[src/rtl/dmac_burst_master.sv]
// Descriptor-driven DMA master: pops descriptors and copies data_size words in bursts of up to BURST_MAX.
// Each burst holds the bus for 2*B+1 cycles after grant, then releases it for one idle cycle.
module dmac_burst_master #(
  parameter int ADDR_W    = 16,
  parameter int DATA_W    = 32,
  parameter int SIZE_W    = 16,
  parameter int CNT_W     = 4,
  parameter int BURST_MAX = 4
) (
  input  logic              clk,
  input  logic              reset_n,
  input  logic              op_start,
  input  logic              op_clear,
  output logic              op_done,
  output logic              rd_en,
  input  logic [CNT_W-1:0]  data_count,
  input  logic [ADDR_W-1:0] source_addr,
  input  logic [ADDR_W-1:0] dest_addr,
  input  logic [SIZE_W-1:0] data_size,
  input  logic [1:0]        op_mode,
  output logic              m_req,
  input  logic              m_grant,
  output logic              m_wr,
  output logic [ADDR_W-1:0] m_addr,
  output logic [DATA_W-1:0] m_dout,
  input  logic [DATA_W-1:0] m_din
);

  localparam int BW = $clog2(BURST_MAX + 1);
  localparam int IW = (BURST_MAX > 1) ? $clog2(BURST_MAX) : 1;
  localparam logic [SIZE_W-1:0] BMAX_S = SIZE_W'(BURST_MAX);
  localparam logic [BW-1:0]     BMAX_B = BW'(BURST_MAX);

  typedef enum logic [3:0] {
    S_IDLE, S_POP, S_LOAD, S_REQ, S_RD, S_RDW, S_WR, S_GAP, S_DONE
  } state_t;

  state_t            state_q, state_d;
  logic [ADDR_W-1:0] src_q, src_d, dst_q, dst_d;
  logic [SIZE_W-1:0] rem_q, rem_d;
  logic [1:0]        mode_q, mode_d;
  logic [BW-1:0]     bcnt_q, bcnt_d, k_q, k_d;
  logic              cap_vld_q, cap_vld_d;
  logic [IW-1:0]     cap_idx_q, cap_idx_d;
  logic [DATA_W-1:0] buf_q [BURST_MAX];
  logic [DATA_W-1:0] buf_d [BURST_MAX];
  logic              last_beat;

  assign last_beat = (k_q == bcnt_q - BW'(1));

  always_ff @(posedge clk or negedge reset_n) begin
    if (!reset_n) state_q <= S_IDLE;
    else          state_q <= state_d;
  end

  always_comb begin
    state_d = state_q;
    case (state_q)
      S_IDLE: if (op_start) state_d = (data_count != '0) ? S_POP : S_DONE;
      S_POP:  state_d = S_LOAD;
      S_LOAD: begin
        if (data_size == '0) state_d = (data_count != '0) ? S_POP : S_DONE;
        else                 state_d = S_REQ;
      end
      S_REQ:  if (m_grant) state_d = S_RD;
      S_RD:   if (last_beat) state_d = S_RDW;
      S_RDW:  state_d = S_WR;
      S_WR: begin
        if (last_beat) begin
          if (rem_q != SIZE_W'(bcnt_q)) state_d = S_GAP;
          else                          state_d = (data_count != '0) ? S_POP : S_DONE;
        end
      end
      S_GAP:  state_d = S_REQ;
      S_DONE: if (op_clear) state_d = S_IDLE;
      default: state_d = S_IDLE;
    endcase
  end

  // Read data lags its address by one cycle, so each RD beat schedules a capture for the next cycle.
  always_comb begin
    src_d     = src_q;
    dst_d     = dst_q;
    rem_d     = rem_q;
    mode_d    = mode_q;
    bcnt_d    = bcnt_q;
    k_d       = k_q;
    cap_vld_d = 1'b0;
    cap_idx_d = cap_idx_q;
    buf_d     = buf_q;
    if (cap_vld_q) buf_d[cap_idx_q] = m_din;
    case (state_q)
      S_LOAD: begin
        src_d  = source_addr;
        dst_d  = dest_addr;
        rem_d  = data_size;
        mode_d = op_mode;
      end
      S_REQ: begin
        bcnt_d = (rem_q < BMAX_S) ? rem_q[BW-1:0] : BMAX_B;
        k_d    = '0;
      end
      S_RD: begin
        cap_vld_d = 1'b1;
        cap_idx_d = k_q[IW-1:0];
        if (mode_q[0]) src_d = src_q + ADDR_W'(1);
        k_d = last_beat ? '0 : k_q + BW'(1);
      end
      S_WR: begin
        if (mode_q[1]) dst_d = dst_q + ADDR_W'(1);
        k_d = last_beat ? '0 : k_q + BW'(1);
        if (last_beat) rem_d = rem_q - SIZE_W'(bcnt_q);
      end
      default: ;
    endcase
  end

  always_ff @(posedge clk or negedge reset_n) begin
    if (!reset_n) begin
      src_q     <= '0;
      dst_q     <= '0;
      rem_q     <= '0;
      mode_q    <= '0;
      bcnt_q    <= '0;
      k_q       <= '0;
      cap_vld_q <= 1'b0;
      cap_idx_q <= '0;
      buf_q     <= '{default: '0};
    end else begin
      src_q     <= src_d;
      dst_q     <= dst_d;
      rem_q     <= rem_d;
      mode_q    <= mode_d;
      bcnt_q    <= bcnt_d;
      k_q       <= k_d;
      cap_vld_q <= cap_vld_d;
      cap_idx_q <= cap_idx_d;
      buf_q     <= buf_d;
    end
  end

  always_comb begin
    op_done = 1'b0;
    rd_en   = 1'b0;
    m_req   = 1'b0;
    m_wr    = 1'b0;
    m_addr  = '0;
    m_dout  = '0;
    case (state_q)
      S_POP:  rd_en = 1'b1;
      S_REQ:  m_req = 1'b1;
      S_RD: begin
        m_req  = 1'b1;
        m_addr = src_q;
      end
      S_RDW:  m_req = 1'b1;
      S_WR: begin
        m_req  = 1'b1;
        m_wr   = 1'b1;
        m_addr = dst_q;
        m_dout = buf_q[k_q[IW-1:0]];
      end
      S_DONE: op_done = 1'b1;
      default: ;
    endcase
  end

endmodule

[config.mk]
export PLATFORM = sky130hd
export DESIGN_NAME = dmac_burst_master
export DESIGN_NICKNAME = d
export VERILOG_FILES = /design/src/rtl/dmac_burst_master.sv
export SDC_FILE = /design/constraint.sdc
export NUM_CORES = 1
export LEC_CHECK = 0
export ABC_CLOCK_PERIOD_IN_PS = 2500
export CAP_MARGIN = 0
export CORE_ASPECT_RATIO = 0.7
export CORE_UTILIZATION = 42
export DETAILED_ROUTE_END_ITERATION = 8
export PLACE_DENSITY_LB_ADDON = 0.2
export SLEW_MARGIN = 20
export SYNTH_ARGS = -nofsm -noshare
export SYNTH_HDL_FRONTEND = slang
export SYNTH_SLANG_ARGS = --single-unit
[constraint.sdc]
create_clock -name clk -period 2.5 [get_ports clk]
set_input_delay 0.25 -clock clk [delete_from_list [all_inputs] [get_ports clk]]
set_output_delay 0.25 -clock clk [all_outputs]
set_load 0.02 [all_outputs]
==> results.yml <==
timing:
  layout_min_cycle_time_ns: 2.430
  final-hold-violation-count: 0
  worst-slew-pin-transition_ns: 0.6488
  final-setup-viol-count: 0
  setup_tns_ns: 0
  hold_slack_ns: 0.3966
  slew-limit-headroom_pct: 56.41
  final_min_period_over_clock_period_pct: 97.18
  max_clock_freq_mhz: 411.6
  grt_setup_unrepaired: "false"
  finClkSkew_ns: 0.009804
  slew_viol_final: 0
worst_hold_path:
  min_from: "op_mode[1]"
  min_to: "mode_q[1]"
  hold_path_class: "in2reg"
  min_delay_path_depth: 3
critical_path:
  crit_path_end_kind: "output pin"
  reg2reg_setup_slack_ns: 0.25
  timing.critical_path.arrival_ns: 2.18
  worstReg2RegStart: "rem_q[0]"
  cp-start-kind: "flop"
  r2r.worst_path.cells: 9
  cp_max_fo: 42
  crit_type: "reg2out"
  worst-endpoint-required_ns: 2.25
  r2r-end: "rem_q[6]"
clocking:
  ctsLongestPathBuffers: 2
  cts_inserted_buffers: 17
  clk-insertion-delay-late_ns: 0.43
  tritoncts: "done"
  cts_root_buf: "sky130_fd_sc_hd__clkbuf_16"
  path_clk_slew_ns: 0.07
  clock_sink_count: 191
  cts.htree.levels: 4
synthesis:
  synth_most_common_cell: "sky130_fd_sc_hd__dfrtp_1"
  async_reset_ff_share_pct: 100.0
  syn-mean-instance-area_um2: 11.81
  synthDominantAreaCellType: "sky130_fd_sc_hd__dfrtp_1"
  post_synthesis_cell_area_um2: 9769
  yosys_warnings: 0
  synth_fp_nets: 926
  synth.distinct_cells: 68
  synth-main-ff-cell: "sky130_fd_sc_hd__dfrtp_1"
  synthesis.instances: 827
  synth_top_area_share_pct: 48.92
  yosys-top-cells-area: "sky130_fd_sc_hd__dfrtp_1, sky130_fd_sc_hd__mux2_2, sky130_fd_sc_hd__mux4_2"
  ys_ff_latch: 191
  synth_edf_count: 0
  yosysSeqAreaShare_pct: 48.92
  synth.top_cells.by_count: "sky130_fd_sc_hd__dfrtp_1, sky130_fd_sc_hd__mux2_2, sky130_fd_sc_hd__nand2_1"
routing:
  route.detailed.vias_per_inst: 5.462
  routedWlPerCell_um: 18.00
  drt_wl_total_um: 23450
  antenna_violating_nets_post_route: 0
  firstDrtPassIters: 5
  dr_total_vias: 7117
  first_iter_violations: 339
  drc_errors: 0
power:
  cellPowerDensity_nw_per_um2: 1228
  total_leakage_power_nw: 5.099
  largest_voltage_drop_on_the_vdd_net_uv: 564.7
placement:
  placement.io_buffers: 142
  hpwlAfterDp_um: 16110
  gpl.final_weighted_congestion: 0.8994
die:
  design.core.area_um2: 22730
  floorplan.initialDensity_pct: 42.97
  design.portCount: 143
  die_w_um: 184.3
  design.die.area_um2: 23880
  floorplan.die.height_um: 129.6
  placement_rows: 46
finish:
  final_nets: 1076
  final_layout_size_suffix_gt1_share_pct: 26.06
  fill_cells: 2017
  relative_area_change_from_synthesis_to_final_layout_pct: 25.05
grt:
  grt_overflow_total: 0
  number_of_global_route_vias_before_repair: 6787
  track_usage_pct: 20.56
  initial_antenna_violation_count: 0
  grt_max_degree: 70
  global_route_wire_length_before_repair_um: 37680
outcome:
  status: "complete, no violations"
flow_run:
  timing.max_cap.violations: 0
-- layout make-up --
| cell class | count | area (µm²) | area share [%] |
|---|---|---|---|
| Sequential cell | 191 | 4781 | 39.13 |
| Multi-Input combinational cell | 572 | 4643 | 38.01 |
| Timing Repair Buffer | 184 | 1772 | 14.50 |
| Clock buffer | 19 | 442.9 | 3.626 |
| Tap cell | 312 | 390.4 | 3.195 |
| Clock inverter | 13 | 137.6 | 1.127 |
| Inverter | 11 | 47.55 | 0.3892 |
| Antenna cell | 1 | 2.502 | 0.02048 |
-- placed cells by master (no fill, tap or decap), types with 9 or more instances in the layout --
master,netlist,routed
sky130_fd_sc_hd__nand2_1,70,70
sky130_fd_sc_hd__dfrtp_1,191,190
sky130_fd_sc_hd__nand4_1,9,9
sky130_fd_sc_hd__a21oi_1,65,65
sky130_fd_sc_hd__o22ai_1,22,22
sky130_fd_sc_hd__mux2_2,129,129
sky130_fd_sc_hd__dlygate4sd2_1,0,41
sky130_fd_sc_hd__mux4_2,32,32
sky130_fd_sc_hd__buf_4,1,33
sky130_fd_sc_hd__a2bb2oi_1,11,11
sky130_fd_sc_hd__nor2_1,27,27
sky130_fd_sc_hd__and2_1,33,33
sky130_fd_sc_hd__clkdlybuf4s50_1,0,92
sky130_fd_sc_hd__o21ai_0,24,24
sky130_fd_sc_hd__a22o_1,14,14
sky130_fd_sc_hd__clkbuf_16,0,17
sky130_fd_sc_hd__nand3_1,22,22
-- metrics by stage --
step | util (%) | total power, mW | setup WS [ns] | std cells | instance area, µm²
floorplan | - | 10.32 | 0.4034 | 827 | 9769
global placement | 51.42 | 12.42 | 0.1793 | 1269 | 11690
detailed placement | 51.42 | 12.56 | 0.1577 | 1269 | 11690
global route | 53.73 | 16.05 | 0.0001836 | 1302 | 12210
CTS | 53.76 | 15.13 | 0.01566 | 1302 | 12220
finish | 53.74 | 15.00 | 0.07042 | 1303 | 12220
-- sequential cells by signal, indices dropped and copies added (netlist names) --
register / cells
src_q: 16
dst_q: 16
buf_q: 128
mode_q: 2
cap_vld_q: 1
k_q: 3
rem_q: 16
bcnt_q: 3
cap_idx_q: 2
state_q: 4
-- critical path, stage by stage (launching register included) --
cell and delay, ns:
sky130_fd_sc_hd__dfrtp_1 0.40, sky130_fd_sc_hd__or4b_4 0.53, sky130_fd_sc_hd__clkinv_2 0.10, sky130_fd_sc_hd__buf_12 0.20, sky130_fd_sc_hd__nand2_1 0.10, sky130_fd_sc_hd__nand2_1 0.07, sky130_fd_sc_hd__dlygate4sd2_1 0.33
-- repair_timing --
item | CTS | global route
hold buffers | 1 | 0
setup endpoints to repair | 49 | 8
gates resized for setup | 50 | 13
hold endpoints to repair | 64 | 0
buffers inserted | 0 | 0
-- per-layer routing --
layer  track usage (%)  up-vias  part of all wire (%)
met1             31.38     3545                    51
met5                 0        -                     0
met3             4.637       13                   5.7
met2             29.61      169                    43
met4             4.559        0                  0.76
li1                  -     3390                     -
-- power by group --
group          leakage, nW  internal [mW]  switching, mW  total [mW]
clock network        0.280           1.50           1.19        2.70
logic                 2.60           3.47           3.14        6.62
registers             2.22           4.63           1.06        5.68
-- how the worst max path moves through the flow --
stage	slack, ns	end	start	cells after the start
after floorplan	0.40	state_q[0]	state_q[0]	6
after global placement	0.18	m_addr[15]	state_q[0]	5
after detailed placement	0.16	m_addr[15]	state_q[0]	5
after CTS	0.02	m_addr[15]	state_q[0]	6
after global routing	0.0002	m_addr[8]	state_q[0]	5
final	0.07	m_addr[4]	state_q[3]	6
-- logic make-up (layout without fill, tap and decap cells) --
logic type | after synthesis | after routing | share of synthesized area [%]
buf+inv | 64 | 227 | 3.599
flops | 191 | 191 | 48.92
compound gates | 187 | 187 | 12.32
fa+ha+maj | 8 | 8 | 1.101
mux | 163 | 163 | 22.45
xor+xnor | 5 | 5 | 0.5892
other cells | 0 | 1 | 0
simple gates | 209 | 209 | 11.01
(Power assumes the default switching activity.)
